[src/rtl/vga_draw_arbiter.sv]
// Round-robin arbiter granting one of three drawing clients ownership of the
// VGA plot port per burst, with registered pixel path, on-screen range check,
// a mandatory one-cycle gap between bursts and an idle watchdog.
module vga_draw_arbiter #(
  parameter logic [7:0] X_SCREEN_PIXELS = 8'd160,
  parameter logic [6:0] Y_SCREEN_PIXELS = 7'd120,
  parameter logic [7:0] TIMEOUT         = 8'd255
) (
  input  logic       clk,
  input  logic       reset,
  input  logic [2:0] req,
  input  logic [2:0] pix_valid,
  input  logic [2:0] pix_last,
  input  logic [7:0] x0,
  input  logic [7:0] x1,
  input  logic [7:0] x2,
  input  logic [6:0] y0,
  input  logic [6:0] y1,
  input  logic [6:0] y2,
  input  logic [2:0] c0,
  input  logic [2:0] c1,
  input  logic [2:0] c2,
  output logic [2:0] gnt,
  output logic [7:0] xout,
  output logic [6:0] yout,
  output logic [2:0] colourOut,
  output logic       drawEn,
  output logic       busy,
  output logic       timeout_err,
  output logic       drop_err
);

  localparam int unsigned XW  = 8;
  localparam int unsigned YW  = 7;
  localparam int unsigned CW  = 3;
  localparam int unsigned NC  = 3;
  localparam int unsigned WDW = 8;

  typedef enum logic [1:0] {S_IDLE, S_OWN, S_GAP} state_e;

  state_e         state_q, state_d;
  logic [1:0]     ptr_q, ptr_d;
  logic [1:0]     owner_q, owner_d;
  logic [NC-1:0]  gnt_q, gnt_d;
  logic           busy_q, busy_d;
  logic [WDW-1:0] wd_q, wd_d;
  logic [XW-1:0]  xout_q, xout_d;
  logic [YW-1:0]  yout_q, yout_d;
  logic [CW-1:0]  col_q, col_d;
  logic           draw_q, draw_d;
  logic           drop_q, drop_d;
  logic           tmo_q, tmo_d;

  logic           sel_pv, sel_last;
  logic [XW-1:0]  sel_x;
  logic [YW-1:0]  sel_y;
  logic [CW-1:0]  sel_c;
  logic           win_found;
  logic [1:0]     win_idx;
  logic [2:0]     cand;
  logic [1:0]     next_ptr;
  logic           in_range;

  // Route the current owner's pixel interface; other clients are ignored.
  always_comb begin
    sel_pv   = 1'b0;
    sel_last = 1'b0;
    sel_x    = '0;
    sel_y    = '0;
    sel_c    = '0;
    case (owner_q)
      2'd0: begin sel_pv = pix_valid[0]; sel_last = pix_last[0]; sel_x = x0; sel_y = y0; sel_c = c0; end
      2'd1: begin sel_pv = pix_valid[1]; sel_last = pix_last[1]; sel_x = x1; sel_y = y1; sel_c = c1; end
      2'd2: begin sel_pv = pix_valid[2]; sel_last = pix_last[2]; sel_x = x2; sel_y = y2; sel_c = c2; end
      default: ;
    endcase
  end

  // Round-robin search over requesters starting at the pointer.
  always_comb begin
    win_found = 1'b0;
    win_idx   = 2'd0;
    cand      = 3'd0;
    for (int unsigned k = 0; k < NC; k++) begin
      cand = 3'(ptr_q) + 3'(k);
      if (cand >= 3'd3) cand = cand - 3'd3;
      if (!win_found && req[cand[1:0]]) begin
        win_found = 1'b1;
        win_idx   = cand[1:0];
      end
    end
  end

  assign next_ptr = (owner_q == 2'd2) ? 2'd0 : 2'(owner_q + 2'd1);
  assign in_range = (sel_x < X_SCREEN_PIXELS) && (sel_y < Y_SCREEN_PIXELS);

  // Next-state, grant, watchdog and pixel-path logic.
  always_comb begin
    state_d = state_q;
    ptr_d   = ptr_q;
    owner_d = owner_q;
    gnt_d   = gnt_q;
    busy_d  = busy_q;
    wd_d    = wd_q;
    xout_d  = xout_q;
    yout_d  = yout_q;
    col_d   = col_q;
    draw_d  = 1'b0;
    drop_d  = 1'b0;
    tmo_d   = 1'b0;
    case (state_q)
      S_IDLE: begin
        gnt_d  = '0;
        busy_d = 1'b0;
        if (win_found) begin
          state_d = S_OWN;
          owner_d = win_idx;
          gnt_d   = 3'b001 << win_idx;
          busy_d  = 1'b1;
          wd_d    = '0;
        end
      end
      S_OWN: begin
        if (sel_pv) begin
          wd_d = '0;
          if (in_range) begin
            xout_d = sel_x;
            yout_d = sel_y;
            col_d  = sel_c;
            draw_d = 1'b1;
          end else begin
            drop_d = 1'b1;
          end
          if (sel_last) begin
            state_d = S_GAP;
            gnt_d   = '0;
            busy_d  = 1'b0;
            ptr_d   = next_ptr;
          end
        end else if (WDW'(wd_q + 8'd1) == TIMEOUT) begin
          tmo_d   = 1'b1;
          wd_d    = '0;
          state_d = S_GAP;
          gnt_d   = '0;
          busy_d  = 1'b0;
          ptr_d   = next_ptr;
        end else begin
          wd_d = WDW'(wd_q + 8'd1);
        end
      end
      S_GAP: begin
        state_d = S_IDLE;
        gnt_d   = '0;
        busy_d  = 1'b0;
      end
      default: begin
        state_d = S_IDLE;
        gnt_d   = '0;
        busy_d  = 1'b0;
      end
    endcase
  end

  // State and output registers, cleared asynchronously.
  always_ff @(posedge clk or posedge reset) begin
    if (reset) begin
      state_q <= S_IDLE;
      ptr_q   <= '0;
      owner_q <= '0;
      gnt_q   <= '0;
      busy_q  <= 1'b0;
      wd_q    <= '0;
      xout_q  <= '0;
      yout_q  <= '0;
      col_q   <= '0;
      draw_q  <= 1'b0;
      drop_q  <= 1'b0;
      tmo_q   <= 1'b0;
    end else begin
      state_q <= state_d;
      ptr_q   <= ptr_d;
      owner_q <= owner_d;
      gnt_q   <= gnt_d;
      busy_q  <= busy_d;
      wd_q    <= wd_d;
      xout_q  <= xout_d;
      yout_q  <= yout_d;
      col_q   <= col_d;
      draw_q  <= draw_d;
      drop_q  <= drop_d;
      tmo_q   <= tmo_d;
    end
  end

  assign gnt         = gnt_q;
  assign busy        = busy_q;
  assign xout        = xout_q;
  assign yout        = yout_q;
  assign colourOut   = col_q;
  assign drawEn      = draw_q;
  assign drop_err    = drop_q;
  assign timeout_err = tmo_q;

endmodule
[config.mk]
export PLATFORM = sky130hd
export DESIGN_NAME = vga_draw_arbiter
export DESIGN_NICKNAME = d
export VERILOG_FILES = /design/src/rtl/vga_draw_arbiter.sv
export SDC_FILE = /design/constraint.sdc
export NUM_CORES = 1
export LEC_CHECK = 0
export CAP_MARGIN = 20
export CORE_ASPECT_RATIO = 0.5
export CORE_MARGIN = 2
export CORE_UTILIZATION = 45
export CTS_CLUSTER_DIAMETER = 200
export CTS_CLUSTER_SIZE = 10
export DETAILED_ROUTE_END_ITERATION = 8
export PLACE_DENSITY = 0.82
export SYNTH_ARGS = -nofsm -noshare
export SYNTH_HDL_FRONTEND = slang
export SYNTH_SLANG_ARGS = --single-unit
[constraint.sdc]
create_clock -name clk -period 2.95 [get_ports clk]
set_input_delay 0.59 -clock clk [delete_from_list [all_inputs] [get_ports clk]]
set_output_delay 0.59 -clock clk [all_outputs]
set_load 0.02 [all_outputs]
# Word level (Yosys, flattened, before mapping)
# Cells that the tools add are included.
totals:
  ff_bits: 39
  in_bits: 65
  out_inout_bits: 25
  elab_cells: 103
op_classes:
  addsub: 7
  magnitude_cmp: 8
  eq_ne: 8
  n_shift: 1
  n_mux: 52
  reduce_logical: 15
op_table:
  columns: ["cell", "count"]
  rows:
  - ["2-to-1 mux 2 bit", 14]
  - ["2-to-1 mux 8 bit", 3]
  - ["case mux 8 bit (3 select lines)", 1]
  - ["case mux 7 bit (3 select lines)", 1]
  - ["2-to-1 mux 1 bit", 19]
  - ["case mux 8 bit (2 select lines)", 1]
  - ["2-to-1 mux 3 bit", 4]
  - ["< comparator 2 x 3 -> 1 bit, second input constant", 3]
  - ["case mux 3 bit (3 select lines)", 1]
  - ["AND reduction 3 bit", 3]
  - ["adder 8 x 1 -> 8 bit, second input constant", 1]
  - ["equality test 8 bit, second input constant", 1]
  - ["< comparator 8 bit, second input constant", 1]
  - ["< comparator 7 bit, second input constant", 1]
  - ["binary-select mux 1 bit (select 2 bit)", 3]
  - ["greater-or-equal comparator 3 x 2 -> 1 bit, second input constant", 2]
  - ["!= test 3 bit, second input constant", 2]
  - ["case mux 1 bit (3 select lines)", 2]
  - ["case mux 3 bit (2 select lines)", 1]
  - ["AND reduction 2 bit", 3]
  - ["subtractor 2 bit, second input constant", 3]
  - ["equality test 2 x 1 -> 1 bit, second input constant", 2]
  - ["zero test 2 bit", 2]
  - ["case mux 2 bit (2 select lines)", 1]
  - ["other kinds (12)", 16]

# Logic depth before layout (Yosys ltp)
depth:
  depth_word: 14
  ltp_mapped: 9
  depth_no_buf: 8

# Worst setup path before layout
# OpenSTA, ideal clock, no wires.
synth_timing:
  path_type: "register to register"
  startpoint: "reg wd_q[0]"
  endpoint: "reg ptr_q[0]"
  setup_ps: 128
  t_arrival_ps: 2432
  required_ps: 2822
  setup_slack_ps: 390
  path_stages_with_launch: 7
  path_buffers: 0
  period_less_slack_ps: 2560
  cell_sequence: "dfrtp_1 > ha_1 > or4b_1 > a32o_1 > or3_4 > a211oi_4 > mux2_1"
synth_via:
  elab_chain_cells: 4
synth_lines:
  columns: ["element", "line_no", "source"]
  rows:
  - ["start, declared", "46", "logic [WDW-1:0] wd_q, wd_d;"]
  - ["start signal, assigned", "185", "wd_q <= wd_d;"]
  - ["adder 8 x 1 -> 8 bit", "140", "end else if (WDW'(wd_q + 8'd1) == TIMEOUT) begin"]
  - ["equality test 8 bit", "140", null]
  - ["nonzero test 2 bit (no line)", null, null]
  - ["AND reduction 3 bit (no line)", null, null]
  - ["end signal, assigned", "181", "ptr_q <= ptr_d;"]
  - ["end, declared", "42", "logic [1:0] ptr_q, ptr_d;"]
# Every way passes these cells.
# A chain may end at the register's enable or synchronous reset.

# Worst setup path after layout
# Ends and elaborated chain as after synthesis.

==> results.toml <==
[status]
status = "finished, final reports clean"

[clock_tree]
clockBufferDepth = 2
cts_resized = 0
numCtsBuffers = 5
clock_latency_ns = 0.29
clkTransAtPathRegs_ns = 0.07
cts_tree = "yes"
h-tree-depth = 2
cts_sinks = 39
cts_root_buf = "clkbuf_8"
post-cts-setup-buffers = 0
hold_buffers = 0

[final_layout]
layout_common_cells = "clkdlybuf4s50_1, dfrtp_1, nand2_1, mux2i_1, o21ai_0"
postLayoutCoreUtil = 0.690
nets = 412
multiInputGateArea_sq_um = 1340
seq_area_sq_um = 976
n_antenna_cell = 0
final_common_cell = "clkdlybuf4s50_1"
final_area_sq_um = 3480
nFillCells = 383
drive_above_1_share = 0.0880
syn_to_final_growth_pct = 44.6

[timing]
finalSetupViolations = 0
drv_slew = 0
period_needed_ns = 2.76
tightest_slew_ns = 0.707
maxSlewHeadroom = 0.529
setup_tns_ns = 0
layout_worst_path_cycle_share = 0.935
timing.final.ws_setup_ns = 0.191
finalHoldViolCount = 0
fmaxAchievable_ghz = 0.362
skew_ns = 0.00570
rsz0062_at_grt = "no"

[logic_synthesis]
syn_avg_cell_area_sq_um = 9.67
netlist.area_leader.share = 0.405
netlist_instances = 249
async_flop_share = 1.00
dominantRegCellSynth = "dfrtp_1"
synth_cell_types = 48
syn_nets = 320
ys_ff_latch = 39
seq_area_frac_synth = 0.405
synth_area_sq_um = 2410
synth_warnings = 0
yosys-top-cells-area = "dfrtp_1, mux2i_1, nand2_1"
synth_top_area_cell = "dfrtp_1"
synth_edf_count = 0

[worst_hold_path]
hp-class = "reg2reg"

[pwr]
switching_power_uw = 1300
ir_worst_vdd_mv = 0.379
pwr-share-clk = 0.117
power.leakage_uw = 0.00145
power.density_nw_per_um2 = 894
seqPwrFrac = 0.278
p_sw_frac = 0.416
power.internal_uw = 1820
combPwrFrac = 0.606

[floorplan]
die_area_sq_um = 5990
die_height_um = 55.7
io_pins = 90
core_sq_um = 5040
die_x_um = 107
fp-row-count = 18
start_util = 0.477

[setup_path]
required_ns = 3.12
crit_type = "reg2reg"
path_buf_inv = 0
crit_arrival_ns = 2.93
cpLargestDelayFamily = "simple AND/OR/NAND/NOR gates"
crit_chain = "ha_1 -> or4b_1 -> a32o_1 -> or3_4 -> a211oi_4 -> mux2_1"
cpMaxStageDelayCell = "or4b_1"
end_kind = "register"
path_max_fanout = 9
critPathMaxStageDelay_ns = 0.54
worstSetupStartpointType = "register"

[detailed_routing]
first_iter_violations = 72
drc = 0
final_antenna_net_count = 0
drt-total-wl_um = 6210
wl_per_cell_um = 15.1
vias_per_cell = 5.39
vias = 2214
first_pass_iters = 4

[grt]
overflow = 0
grt_antenna_before_repair = 0
grt_pass1_vias = 2217
grt_pass1_wl_um = 10400
grt_max_degree = 40
grt_usage = 0.214

[flow_run]
maxCapViolations = 0

[placement]
globalplace.congestion = 0.867
hpwlAfterDp_um = 4850
numPortBuffers = 89
dpl_cell_area_sq_um = 3400
pre_cts_slack_ns = 0.218
==> synth_stat cells, types with 2 or more instances <==
master,number
clkbuf_1,5
dfrtp_1,39
o21ai_1,3
mux2_2,10
mux2i_1,24
inv_1,11
o22ai_1,5
a211o_1,3
o21bai_1,4
nor3_1,3
a21oi_1,6
o21ai_0,20
nor2b_1,5
or3_1,3
nand3_1,6
buf_2,5
ha_1,6
nor2_1,10
nand2_1,33
o21a_1,2
o31ai_1,2
buf_1,2
a21boi_0,2
mux2_1,9
o2bb2ai_1,7
o221ai_1,2
==> registers in the layout, indices dropped and copies added (netlist names) <==
signal       cells
wd_q             8
xout             8
yout             7
colourOut        3
gnt              3
owner_q          2
ptr_q            2
state_q          2
busy             1
drawEn           1
drop_err         1
timeout_err      1
==> per-layer routing <==
metal / vias up / track usage / routed length [um]
met5: - / 0 / 0
met4: 0 / 0.0586 / 67
met3: 7 / 0.0375 / 297
met2: 47 / 0.397 / 3200
met1: 1076 / 0.257 / 2640
li1: 1084 / - / -
==> power by group through the flow <==
stage	combinational, uW	clock (uW)	sequential, uW
2_1_floorplan	1030	0	1040
6_report	1890	363	865
3_5_place_dp	1890	0	875
4_1_cts	1900	370	866
5_1_grt	2050	395	897
3_3_place_gp	1830	0	861
==> final timing paths <==
| check | start | end | slack, ns | cells after the start |
|---|---|---|---|---|
| min reg2reg | yout[2] | yout[2] | 0.48 | 1 |
| min in group asynchronous | reset | colourOut[0] | 0.72 | 3 |
| min | yout[2] | yout[2] | 0.48 | 1 |
| max in group asynchronous | reset | xout[5] | 1.88 | 3 |
| max | wd_q[0] | ptr_q[0] | 0.19 | 6 |
| max reg2reg | wd_q[0] | ptr_q[0] | 0.19 | 6 |
==> through the flow <==
step	hold WS, ns	std cells	total power [uW]
final	0.485	411	3110
after global routing	0.513	411	3340
after CTS	0.490	411	3130
after detailed placement	0.474	404	2760
after global placement	0.467	404	2690
after floorplan	0.470	249	2070
==> cells by family after synthesis <==
logic type | synth area share
AO/OA/AOI/OAI | 0.194
AND/OR/NAND/NOR | 0.136
buffers and inverters | 0.0384
multiplexers | 0.189
flip-flops | 0.405
XOR/XNOR | 0.00727
adder cells (fa/ha/maj) | 0.0312
==> worst register-to-register path: cells and delay by family (launching register included) <==
| family | cells | cell delay [ns] |
|---|---|---|
| AOI/OAI and AO/OA | 2 | 0.58 |
| adders and majority gates | 1 | 0.29 |
| DFF | 1 | 0.46 |
| muxes | 1 | 0.34 |
| and+or+nand+nor | 2 | 0.97 |
==> layout make-up <==
type / count / share of cell area
Sequential cell: 39 / 0.280
Tap cell: 70 / 0.0251
Multi-Input combinational cell: 187 / 0.385
Inverter: 11 / 0.0119
Timing Repair Buffer: 97 / 0.273
Clock buffer: 6 / 0.0237
Clock inverter: 1 / 0.00144
Note: power is estimated with default switching activity, not from simulation.
